File: config.mk
export PLATFORM = sky130hd
export DESIGN_NAME = fetch_buffer_flat
export DESIGN_NICKNAME = d
export VERILOG_FILES = /design/src/rtl/fetch_buffer_if.sv /design/src/rtl/fetch_buffer.sv /design/src/flat_wrapper.sv
export SDC_FILE = /design/constraint.sdc
export NUM_CORES = 1
export LEC_CHECK = 0
export ABC_AREA = 0
export CORE_MARGIN = 2
export CORE_UTILIZATION = 56
export DETAILED_ROUTE_END_ITERATION = 16
export PLACE_DENSITY = 0.79
export SLEW_MARGIN = 20
export SYNTH_ARGS = -nofsm -noshare
export SYNTH_HDL_FRONTEND = slang
export SYNTH_SLANG_ARGS = --single-unit
File: constraint.sdc
create_clock -name FB_CLK -period 4.9 [get_ports FB_CLK]
set_clock_uncertainty 0.2 [all_clocks]
set_input_delay 0.98 -clock FB_CLK [delete_from_list [all_inputs] [get_ports FB_CLK]]
set_output_delay 0.98 -clock FB_CLK [all_outputs]
set_load 0.05 [all_outputs]
File: src/rtl/fetch_buffer_if.sv
// Fetch-buffer bus bundle: PC handshake, instruction-memory request/response and decode handshake.
// The fetch_buffer takes the master side; the environment (PC, memory, decode) takes the slave side.
interface fetch_buffer_if #(
  parameter int ADDR_W = 32,
  parameter int DATA_W = 32
);
  logic [ADDR_W-1:0] FB_PC;
  logic              FB_PC_ADV;
  logic              FLUSH;
  logic              MEM_REQ;
  logic [ADDR_W-1:0] MEM_ADDR;
  logic              MEM_GNT;
  logic              MEM_RVALID;
  logic [DATA_W-1:0] MEM_RDATA;
  logic              INSTR_VALID;
  logic              INSTR_READY;
  logic [DATA_W-1:0] INSTR;
  logic [ADDR_W-1:0] INSTR_PC;

  modport master (
    input  FB_PC, FLUSH, MEM_GNT, MEM_RVALID, MEM_RDATA, INSTR_READY,
    output FB_PC_ADV, MEM_REQ, MEM_ADDR, INSTR_VALID, INSTR, INSTR_PC
  );

  modport slave (
    output FB_PC, FLUSH, MEM_GNT, MEM_RVALID, MEM_RDATA, INSTR_READY,
    input  FB_PC_ADV, MEM_REQ, MEM_ADDR, INSTR_VALID, INSTR, INSTR_PC
  );
endinterface

File: src/rtl/fetch_buffer.sv
// Instruction-fetch front end: issues memory reads at the current PC, tags responses with their PC,
// queues {pc, instr} pairs for decode, and discards in-flight responses after a redirect.
module fetch_buffer #(
  parameter int DEPTH  = 4,
  parameter int ADDR_W = 32,
  parameter int DATA_W = 32
) (
  input  logic           FB_CLK,
  input  logic           FB_RST_N,
  fetch_buffer_if.master fb
);

  localparam int CW = $clog2(DEPTH + 1);
  localparam int PW = $clog2(DEPTH);

  localparam logic [0:0] ST_RUN   = 1'b0;
  localparam logic [0:0] ST_DRAIN = 1'b1;

  logic [0:0]        state, state_n;
  logic [CW-1:0]     cnt, outs, disc, disc_n;
  logic [CW:0]       used;
  logic [PW-1:0]     q_wr, q_rd, t_wr, t_rd;
  logic [DATA_W-1:0] q_instr [DEPTH];
  logic [ADDR_W-1:0] q_pc    [DEPTH];
  logic [ADDR_W-1:0] tag_mem [DEPTH];
  logic              req, adv, rsp, push, pop, head_valid;

  // Every granted request already holds a queue slot, so a response can always be written.
  assign used = {1'b0, cnt} + {1'b0, outs};
  assign req  = FB_RST_N && (state == ST_RUN) && !fb.FLUSH && (used < (CW+1)'(DEPTH));
  assign adv  = req && fb.MEM_GNT;
  // A response with nothing outstanding is a protocol error and is ignored entirely.
  assign rsp  = fb.MEM_RVALID && (outs != '0);
  assign push = rsp && !fb.FLUSH && (disc == '0);
  assign head_valid = (cnt != '0);
  assign pop  = head_valid && fb.INSTR_READY && !fb.FLUSH;

  assign fb.MEM_REQ     = req;
  assign fb.MEM_ADDR    = fb.FB_PC;
  assign fb.FB_PC_ADV   = adv;
  assign fb.INSTR_VALID = head_valid;
  assign fb.INSTR       = head_valid ? q_instr[q_rd] : '0;
  assign fb.INSTR_PC    = head_valid ? q_pc[q_rd]    : '0;

  // NOTE: every signal assigned in always_comb gets a default first so no latch is inferred.
  always_comb begin
    disc_n = disc;
    if (fb.FLUSH) begin
      disc_n = outs + CW'(adv) - CW'(rsp);
    end else if (rsp && (disc != '0)) begin
      disc_n = disc - CW'(1);
    end
    state_n = (disc_n != '0) ? ST_DRAIN : ST_RUN;
  end

  // NOTE: sequential state uses non-blocking assignments so all registers update from pre-edge values.
  always_ff @(posedge FB_CLK or negedge FB_RST_N) begin
    if (!FB_RST_N) begin
      state <= ST_RUN;
      cnt   <= '0;
      outs  <= '0;
      disc  <= '0;
      q_wr  <= '0;
      q_rd  <= '0;
      t_wr  <= '0;
      t_rd  <= '0;
    end else begin
      state <= state_n;
      disc  <= disc_n;
      outs  <= outs + CW'(adv) - CW'(rsp);
      if (adv) t_wr <= t_wr + PW'(1);
      if (rsp) t_rd <= t_rd + PW'(1);
      if (fb.FLUSH) begin
        cnt  <= '0;
        q_wr <= '0;
        q_rd <= '0;
      end else begin
        cnt <= cnt + CW'(push) - CW'(pop);
        if (push) q_wr <= q_wr + PW'(1);
        if (pop)  q_rd <= q_rd + PW'(1);
      end
    end
  end

  // NOTE: storage arrays are not reset; their contents are only observed through valid pointers/counts.
  always_ff @(posedge FB_CLK) begin
    if (adv) tag_mem[t_wr] <= fb.FB_PC;
    if (push) begin
      q_instr[q_wr] <= fb.MEM_RDATA;
      q_pc[q_wr]    <= tag_mem[t_rd];
    end
  end

endmodule
File: src/flat_wrapper.sv
// flat-port wrapper written by rule: the top's interface ports become plain ports
module fetch_buffer_flat 
#(
  parameter int DEPTH  = 4,
  parameter int ADDR_W = 32,
  parameter int DATA_W = 32
)
  (FB_CLK, FB_RST_N, fb_FB_PC, fb_FLUSH, fb_MEM_GNT, fb_MEM_RVALID, fb_MEM_RDATA, fb_INSTR_READY, fb_FB_PC_ADV, fb_MEM_REQ, fb_MEM_ADDR, fb_INSTR_VALID, fb_INSTR, fb_INSTR_PC);
  fetch_buffer_if #(.ADDR_W(ADDR_W), .DATA_W(DATA_W)) fb_i ();
  input  logic FB_CLK;
  input  logic FB_RST_N;
  input wire logic [$bits(fb_i.FB_PC)-1:0] fb_FB_PC;
  input wire logic [$bits(fb_i.FLUSH)-1:0] fb_FLUSH;
  input wire logic [$bits(fb_i.MEM_GNT)-1:0] fb_MEM_GNT;
  input wire logic [$bits(fb_i.MEM_RVALID)-1:0] fb_MEM_RVALID;
  input wire logic [$bits(fb_i.MEM_RDATA)-1:0] fb_MEM_RDATA;
  input wire logic [$bits(fb_i.INSTR_READY)-1:0] fb_INSTR_READY;
  output wire logic [$bits(fb_i.FB_PC_ADV)-1:0] fb_FB_PC_ADV;
  output wire logic [$bits(fb_i.MEM_REQ)-1:0] fb_MEM_REQ;
  output wire logic [$bits(fb_i.MEM_ADDR)-1:0] fb_MEM_ADDR;
  output wire logic [$bits(fb_i.INSTR_VALID)-1:0] fb_INSTR_VALID;
  output wire logic [$bits(fb_i.INSTR)-1:0] fb_INSTR;
  output wire logic [$bits(fb_i.INSTR_PC)-1:0] fb_INSTR_PC;
  assign fb_i.FB_PC = fb_FB_PC;
  assign fb_i.FLUSH = fb_FLUSH;
  assign fb_i.MEM_GNT = fb_MEM_GNT;
  assign fb_i.MEM_RVALID = fb_MEM_RVALID;
  assign fb_i.MEM_RDATA = fb_MEM_RDATA;
  assign fb_i.INSTR_READY = fb_INSTR_READY;
  assign fb_FB_PC_ADV = fb_i.FB_PC_ADV;
  assign fb_MEM_REQ = fb_i.MEM_REQ;
  assign fb_MEM_ADDR = fb_i.MEM_ADDR;
  assign fb_INSTR_VALID = fb_i.INSTR_VALID;
  assign fb_INSTR = fb_i.INSTR;
  assign fb_INSTR_PC = fb_i.INSTR_PC;
  fetch_buffer #(.DEPTH(DEPTH), .ADDR_W(ADDR_W), .DATA_W(DATA_W)) u_core (.FB_CLK(FB_CLK), .FB_RST_N(FB_RST_N), .fb(fb_i));
endmodule
==> results of run 1 <==
## cell usage after synthesis
cell / number / area, um2
o31a_1: 1 / 8.76
or4b_4: 1 / 13.8
o2111ai_1: 1 / 8.76
ha_1: 16 / 200
o31ai_1: 1 / 7.51
buf_6: 2 / 22.5
a21oi_1: 2 / 10.0
edfxtp_1: 384 / 11500
nand3_1: 2 / 10.0
buf_1: 6 / 22.5
mux2_4: 1 / 15.0
fa_1: 2 / 40.0
or3_1: 1 / 6.26
xnor2_1: 8 / 70.1
xor2_1: 3 / 26.3
inv_1: 17 / 63.8
buf_2: 8 / 40.0
clkbuf_1: 16 / 60.1
mux4_2: 96 / 2160
and3_1: 6 / 37.5
o21ai_0: 2 / 10.0
inv_2: 1 / 3.75
a22oi_1: 1 / 7.51
nor2b_1: 1 / 6.26
buf_4: 32 / 240
nand2_1: 6 / 22.5
dfrtp_1: 18 / 450
nor4_4: 1 / 21.3
nor2_1: 8 / 30.0
and2_1: 69 / 432
a31oi_1: 1 / 6.26
## layout make-up
class | count | share of cell area
Clock buffer | 54 | 0.0579
Clock inverter | 19 | 0.00893
Inverter | 18 | 0.00357
Multi-Input combinational cell | 230 | 0.168
Sequential cell | 402 | 0.634
Tap cell | 378 | 0.0250
Timing Repair Buffer | 187 | 0.103
## critical path: stages, from the launching register on
cell,delay [ns]
dfrtp_1,0.39
or3_2,0.95
buf_4,0.37
and2_1,0.15
clkdlybuf4s50_1,0.70
## logic make-up (layout without fill, tap and decap cells)
logic type	Yosys count	in the layout	share of synthesized area
XOR/XNOR	11	11	0.00618
buffers and inverters	82	278	0.0291
AO/OA/AOI/OAI	9	9	0.00377
AND/OR/NAND/NOR	95	95	0.0372
multiplexers	97	97	0.140
flip-flops	402	402	0.769
adder cells (fa/ha/maj)	18	18	0.0154
## power breakdown
| group | total, uW | internal [uW] | switching, uW |
|---|---|---|---|
| registers | 4260 | 4070 | 191 |
| logic | 3060 | 1270 | 1790 |
| clock network | 2920 | 1730 | 1190 |
## metal layers
metal | part of all wire | GRT usage | up-vias
met5 | 0 | 0 | -
met4 | 0.021 | 0.0597 | 0
met3 | 0.046 | 0.0317 | 48
met2 | 0.53 | 0.358 | 206
met1 | 0.40 | 0.264 | 3773
li1 | - | - | 3166
## path summary, 6_finish.rpt
kind,startpoint,to,slack (ns),depth (start not counted)
setup / recovery,u_core.cnt[0],fb_INSTR[12],0.63,4
hold / removal,u_core.t_rd[0],u_core.t_rd[0],0.30,1
setup reg to reg,u_core.outs[2],u_core.state,1.10,13
hold reg to reg,u_core.t_rd[0],u_core.t_rd[0],0.30,1
max in group asynchronous,FB_RST_N,u_core.q_rd[0],3.62,2
min in group asynchronous,FB_RST_N,u_core.q_rd[1],0.65,2
## metrics by stage
stage / std cells / utilization / hold WS [ns] / worst slack (ns) / power [uW]
CTS: 1288 / 0.684 / 0.309 / 0.542 / 10400
global route: 1288 / 0.684 / 0.328 / 0.435 / 10700
global placement: 1215 / 0.639 / 0.270 / 0.441 / 7370
detailed placement: 1215 / 0.639 / 0.274 / 0.356 / 7430
finish: 1288 / 0.684 / 0.304 / 0.631 / 10200
floorplan: 714 / - / 0.303 / 0.276 / 6470
## state kept, by name, indices dropped and copies added, names as in the netlist
| register | count |
|---|---|
| u_core.t_rd | 2 |
| u_core.t_wr | 2 |
| u_core.q_rd | 2 |
| u_core.tag_mem | 128 |
| u_core.q_wr | 2 |
| u_core.disc | 3 |
| u_core.state | 1 |
| u_core.q_instr | 128 |
| u_core.q_pc | 128 |
| u_core.outs | 3 |
| u_core.cnt | 3 |
==> impl_metrics.csv, run 1 <==
group,metric,value,unit
status,status,"completed",
global_route,first_global_vias,7526,
power,ir_worst_vdd,408,uV
cts,post_cts_buffers,0,
sta,rsz0062_at_grt,"false",
cts,cts_tree,"yes",
cells_and_area,n_fill_cell,1794,
cells_and_area,regArea,12000,um2
sta,period_minus_slack,4.27,ns
cells_and_area,area_growth,21.3,%
sta,fmax,0.234,GHz
cts,clockBufferDepth,3,
route,route.detailed.drc,0,
sta,max-slew-margin-rel,0.313,
cells_and_area,mostFrequentLayoutCell,"edfxtp_1",
cells_and_area,multi_input_area,3170,um2
synthesis,yosysWarnings,0,
sta,hold_violations,0,
die,dieArea,29200,um2
route,num_vias,7193,
job,maxCapViolCount,0,
place,postPlaceCellArea,17600,um2
cts,cts_made_buffers,40,
power,leakagePower,0.00612,uW
sta,fin_tns_setup,0,ns
setup_path,cp-start-kind,"register",
die,io_pins,169,
route,routedWlPerCell,22.2,um
worst_hold_path,holdCritPathClass,"reg2reg",
cts,cts_root_buf,"clkbuf_16",
sta,min_period_over_period,0.871,
sta,finalMaxSlewViolations,0,
synthesis,yosysUniqueCellTypes,31,
die,fp.coreArea,27600,um2
cts,clock_latency,0.52,ns
cts,cts_resized,0,
setup_path,cp-end-kind,"output port",
global_route,grt_pass1_wl,43600,um
die,rows,61,
route,post_drt_via_cell_ratio,5.58,
synthesis,synth_fp_nets,802,
cells_and_area,design_area,18900,um2
sta,setup_viol,0,
setup_path,crit_fanout,49,
cts,cts.sinks,402,
route,drt_iter0_drc,570,
setup_path,crit_arrival,3.09,ns
global_route,grt.overflow.total,0,
synthesis,syn_inst,714,
die,die_width,171,um
place,io_buffers,168,
route,dr.pass1.iters,5,
cells_and_area,drive_above_1_share,0.205,
cts,cts.clk_slew.worst_paths,0.06,ns
cts,ctsHoldBuffers,0,
cells_and_area,nNetsFinal,967,
cts,cts_max_level,2,
global_route,antenna_found_initial,0,
power,power_density,542,nW/um2
die,chipHeight,171,um
die,start_util,0.564,
route,wirelength,28700,um
cells_and_area,layout_common_cells,"384 x edfxtp_1, 166 x clkdlybuf4s50_1, 96 x mux4_2, 65 x and2_1, 41 x clkbuf_16",
synthesis,netlist_area,15600,um2
global_route,grt_max_degree,50,
place,dp_hpwl,16700,um
setup_path,required,3.72,ns
synthesis,yosysSeqAreaShare,0.769,
place,globalplace.congestion,0.756,
synthesis,synth-seq-cells,402,
setup_path,critPathKind,"reg2out",
sta,tightestPinTransition,1.03,ns
cells_and_area,num_antenna_cells,0,
global_route,track_usage,0.203,
synthesis,avgSynthCellArea,21.8,um2
route,antenna_left,0,
No activity file was read; power rests on OpenSTA's default activity.
==> run 2: changes to the inputs <==
--- a/config.mk
+++ b/config.mk
@@ -6,6 +6,7 @@
 export NUM_CORES = 1
 export LEC_CHECK = 0
 export ABC_AREA = 0
+export CAP_MARGIN = 20
 export CORE_MARGIN = 2
 export CORE_UTILIZATION = 56
 export DETAILED_ROUTE_END_ITERATION = 16
==> constraint.sdc (replaced) <==
create_clock -name FB_CLK -period 4.9 [get_ports FB_CLK]
set_clock_uncertainty 0.2 [all_clocks]
set_input_delay 0.98 -clock FB_CLK [delete_from_list [all_inputs] [get_ports FB_CLK]]
set_output_delay 0.98 -clock FB_CLK [all_outputs]
set_load 0.1 [all_outputs]
==> run 2 against run 1 <==
  * Register-to-register slack better by 0.07 ns
  * Wire length down 4.0%
  * Largest cell class unchanged
  * Sequential power is essentially flat
  * Power is 8.0% higher
  * Clock power decreased by 2%
  * Critical endpoint is now fb_FB_PC_ADV
  * Global-route usage down 0.93 points
  * Flip-flop and latch count unchanged
  * Sequential share of layout area rose by 1.1 points
  * Fmax up 8.5%
  * Cell area down 1.7%
==> impl_metrics.csv, run 2 (synthesis gave the netlist of run 1 again) <==
group,metric,value,unit
status,status,"completed",
cells_and_area,num_antenna_cells,0,
worst_hold_path,hold_end,"u_core.q_wr[1]",
power,power_density,595,nW/um2
cells_and_area,n_fill_cell,1835,
die,io_pins,169,
setup_path,critPathKind,"in2out",
cts,clockBufferDepth,3,
global_route,track_usage,0.193,
route,wirelength,27500,um
global_route,grt.overflow.total,0,
sta,finalMaxSlewViolations,0,
cts,cts.clk_slew.worst_paths,0.06,ns
die,die_width,171,um
setup_path,cp-end-kind,"output port",
route,route.detailed.drc,0,
setup_path,ff2ff_path_depth,13,
sta,fmax,0.254,GHz
place,dp_hpwl,15700,um
route,num_vias,7069,
cells_and_area,layout_common_cells,"384 x edfxtp_1, 102 x buf_4, 96 x mux4_2, 70 x clkdlybuf4s50_1, 64 x and2_1",
global_route,first_global_vias,7248,
cells_and_area,area_growth,19.3,%
cts,cts_made_buffers,41,
cells_and_area,design_area,18600,um2
sta,tightestPinTransition,1.00,ns
power,ir_worst_vdd,338,uV
worst_hold_path,holdPathStages,2,
setup_path,slowest_stage,"clkdlybuf4s50_1",
global_route,grt_pass1_wl,41800,um
cells_and_area,mostFrequentLayoutCell,"edfxtp_1",
setup_path,cp-start-kind,"input port",
route,dr.pass1.iters,5,
global_route,antenna_found_initial,0,
setup_path,timing.rr.end,"u_core.state",
place,globalplace.congestion,0.746,
cells_and_area,drive_above_1_share,0.313,
die,rows,61,
setup_path,crit_fanout,6,
sta,fin_tns_setup,0,ns
place,io_buffers,168,
sta,setup_ws,0.964,ns
cts,cts_root_buf,"clkbuf_16",
place,postPlaceCellArea,17300,um2
cells_and_area,nNetsFinal,960,
sta,fin_hold_ws,0.396,ns
route,routedWlPerCell,21.5,um
setup_path,path_buf_inv,2,
die,dieArea,29200,um2
setup_path,cp_cell_sequence,"clkdlybuf4s50_1 > or4b_4 > nor4_4 > and2_4 > buf_12",
place,post-place-ws,0.512,ns
route,antenna_left,0,
worst_hold_path,holdCritPathClass,"reg2reg",
cts,clock_latency,0.53,ns
cts,post_cts_buffers,0,
sta,period_minus_slack,3.94,ns
die,chipHeight,171,um
cts,cts_resized,0,
cts,cts_tree,"yes",
power,leakagePower,0.00622,uW
setup_path,crit_arrival,2.76,ns
route,post_drt_via_cell_ratio,5.52,
cts,cts_max_level,2,
setup_path,critPathTopFamily,"simple AND/OR/NAND/NOR gates",
worst_hold_path,hold_path.startpoint,"u_core.q_wr[1]",
setup_path,slowest_delay,0.47,ns
die,fp.coreArea,27600,um2
setup_path,worst_r2r_startpoint,"u_core.outs[2]",
cts,ctsHoldBuffers,0,
sta,rsz0062_at_grt,"false",
sta,setup_viol,0,
die,start_util,0.564,
sta,hold_violations,0,
cells_and_area,reg_top3,"u_core.q_instr: 128 flops, u_core.q_pc: 128 flops, u_core.tag_mem: 128 flops",
global_route,grt_max_degree,67,
job,maxCapViolCount,0,
sta,min_period_over_period,0.803,
route,drt_iter0_drc,627,
setup_path,required,3.72,ns
setup_path,r2r_setup_slack,1.17,ns
sta,max-slew-margin-rel,0.330,
cts,cts.sinks,402,
[run 2: routing by layer]
layer / up-vias / routed length, um / share of wire / global-route usage
li1: 3155 / - / - / -
met1: 3652 / 11500 / 0.42 / 0.266
met2: 222 / 14100 / 0.51 / 0.328
met3: 40 / 1470 / 0.053 / 0.0310
met4: 0 / 478 / 0.017 / 0.0508
met5: - / 0 / 0 / 0
[run 2: final cells by class]
| type | count | area [um2] | share of cell area |
|---|---|---|---|
| timing repair buffer | 179 | 1610 | 0.0864 |
| inverter | 18 | 70.1 | 0.00377 |
| clock buffer | 46 | 1090 | 0.0585 |
| multi-input combinational | 230 | 3210 | 0.172 |
| sequential | 402 | 12000 | 0.645 |
| tap | 378 | 473 | 0.0254 |
| clock inverter | 28 | 158 | 0.00848 |
[run 2: worst max path at each step]
stage                         startpoint  slack (ns)        endpoint  cells past startpoint
final                           FB_RST_N        0.96    fb_FB_PC_ADV                      5
after global routing      u_core.q_rd[0]        0.87  fb_INSTR_PC[4]                      4
after CTS                 u_core.q_rd[0]        0.94  fb_INSTR_PC[4]                      4
after detailed placement        FB_RST_N        0.51    u_core.state                     13
after global placement          FB_RST_N        0.58    u_core.state                     13
after floorplan                 fb_FLUSH      -0.008    u_core.state                     14
[run 2: worst reg2reg max path, cell delays in order, from the launching register on]
cell and delay [ns]:
dfrtp_1 0.44, ha_1 0.32, or4b_4 0.53, nor4_4 0.35
and2_4 0.29, inv_4 0.04, ha_4 0.26, inv_2 0.04
ha_4 0.14, fa_2 0.35, xnor2_2 0.15, xnor2_1 0.14
a22oi_1 0.22, o2111ai_1 0.14
[run 2: per-stage QoR]
step | total power (uW) | instances | utilization
5_1_grt | 11500 | 1281 | 0.673
6_report | 11100 | 1281 | 0.673
3_3_place_gp | 8280 | 1207 | 0.628
4_1_cts | 11200 | 1281 | 0.673
2_1_floorplan | 7440 | 714 | -
3_5_place_dp | 8330 | 1207 | 0.628
[run 2: power by group]
group | total [uW] | internal, uW | leakage [uW] | switching, uW
registers | 4260 | 4070 | 0.00367 | 196
logic | 3940 | 1190 | 0.00193 | 2750
clock network | 2860 | 1640 | 0.000609 | 1220
total | 11100 | 6900 | 0.00622 | 4160
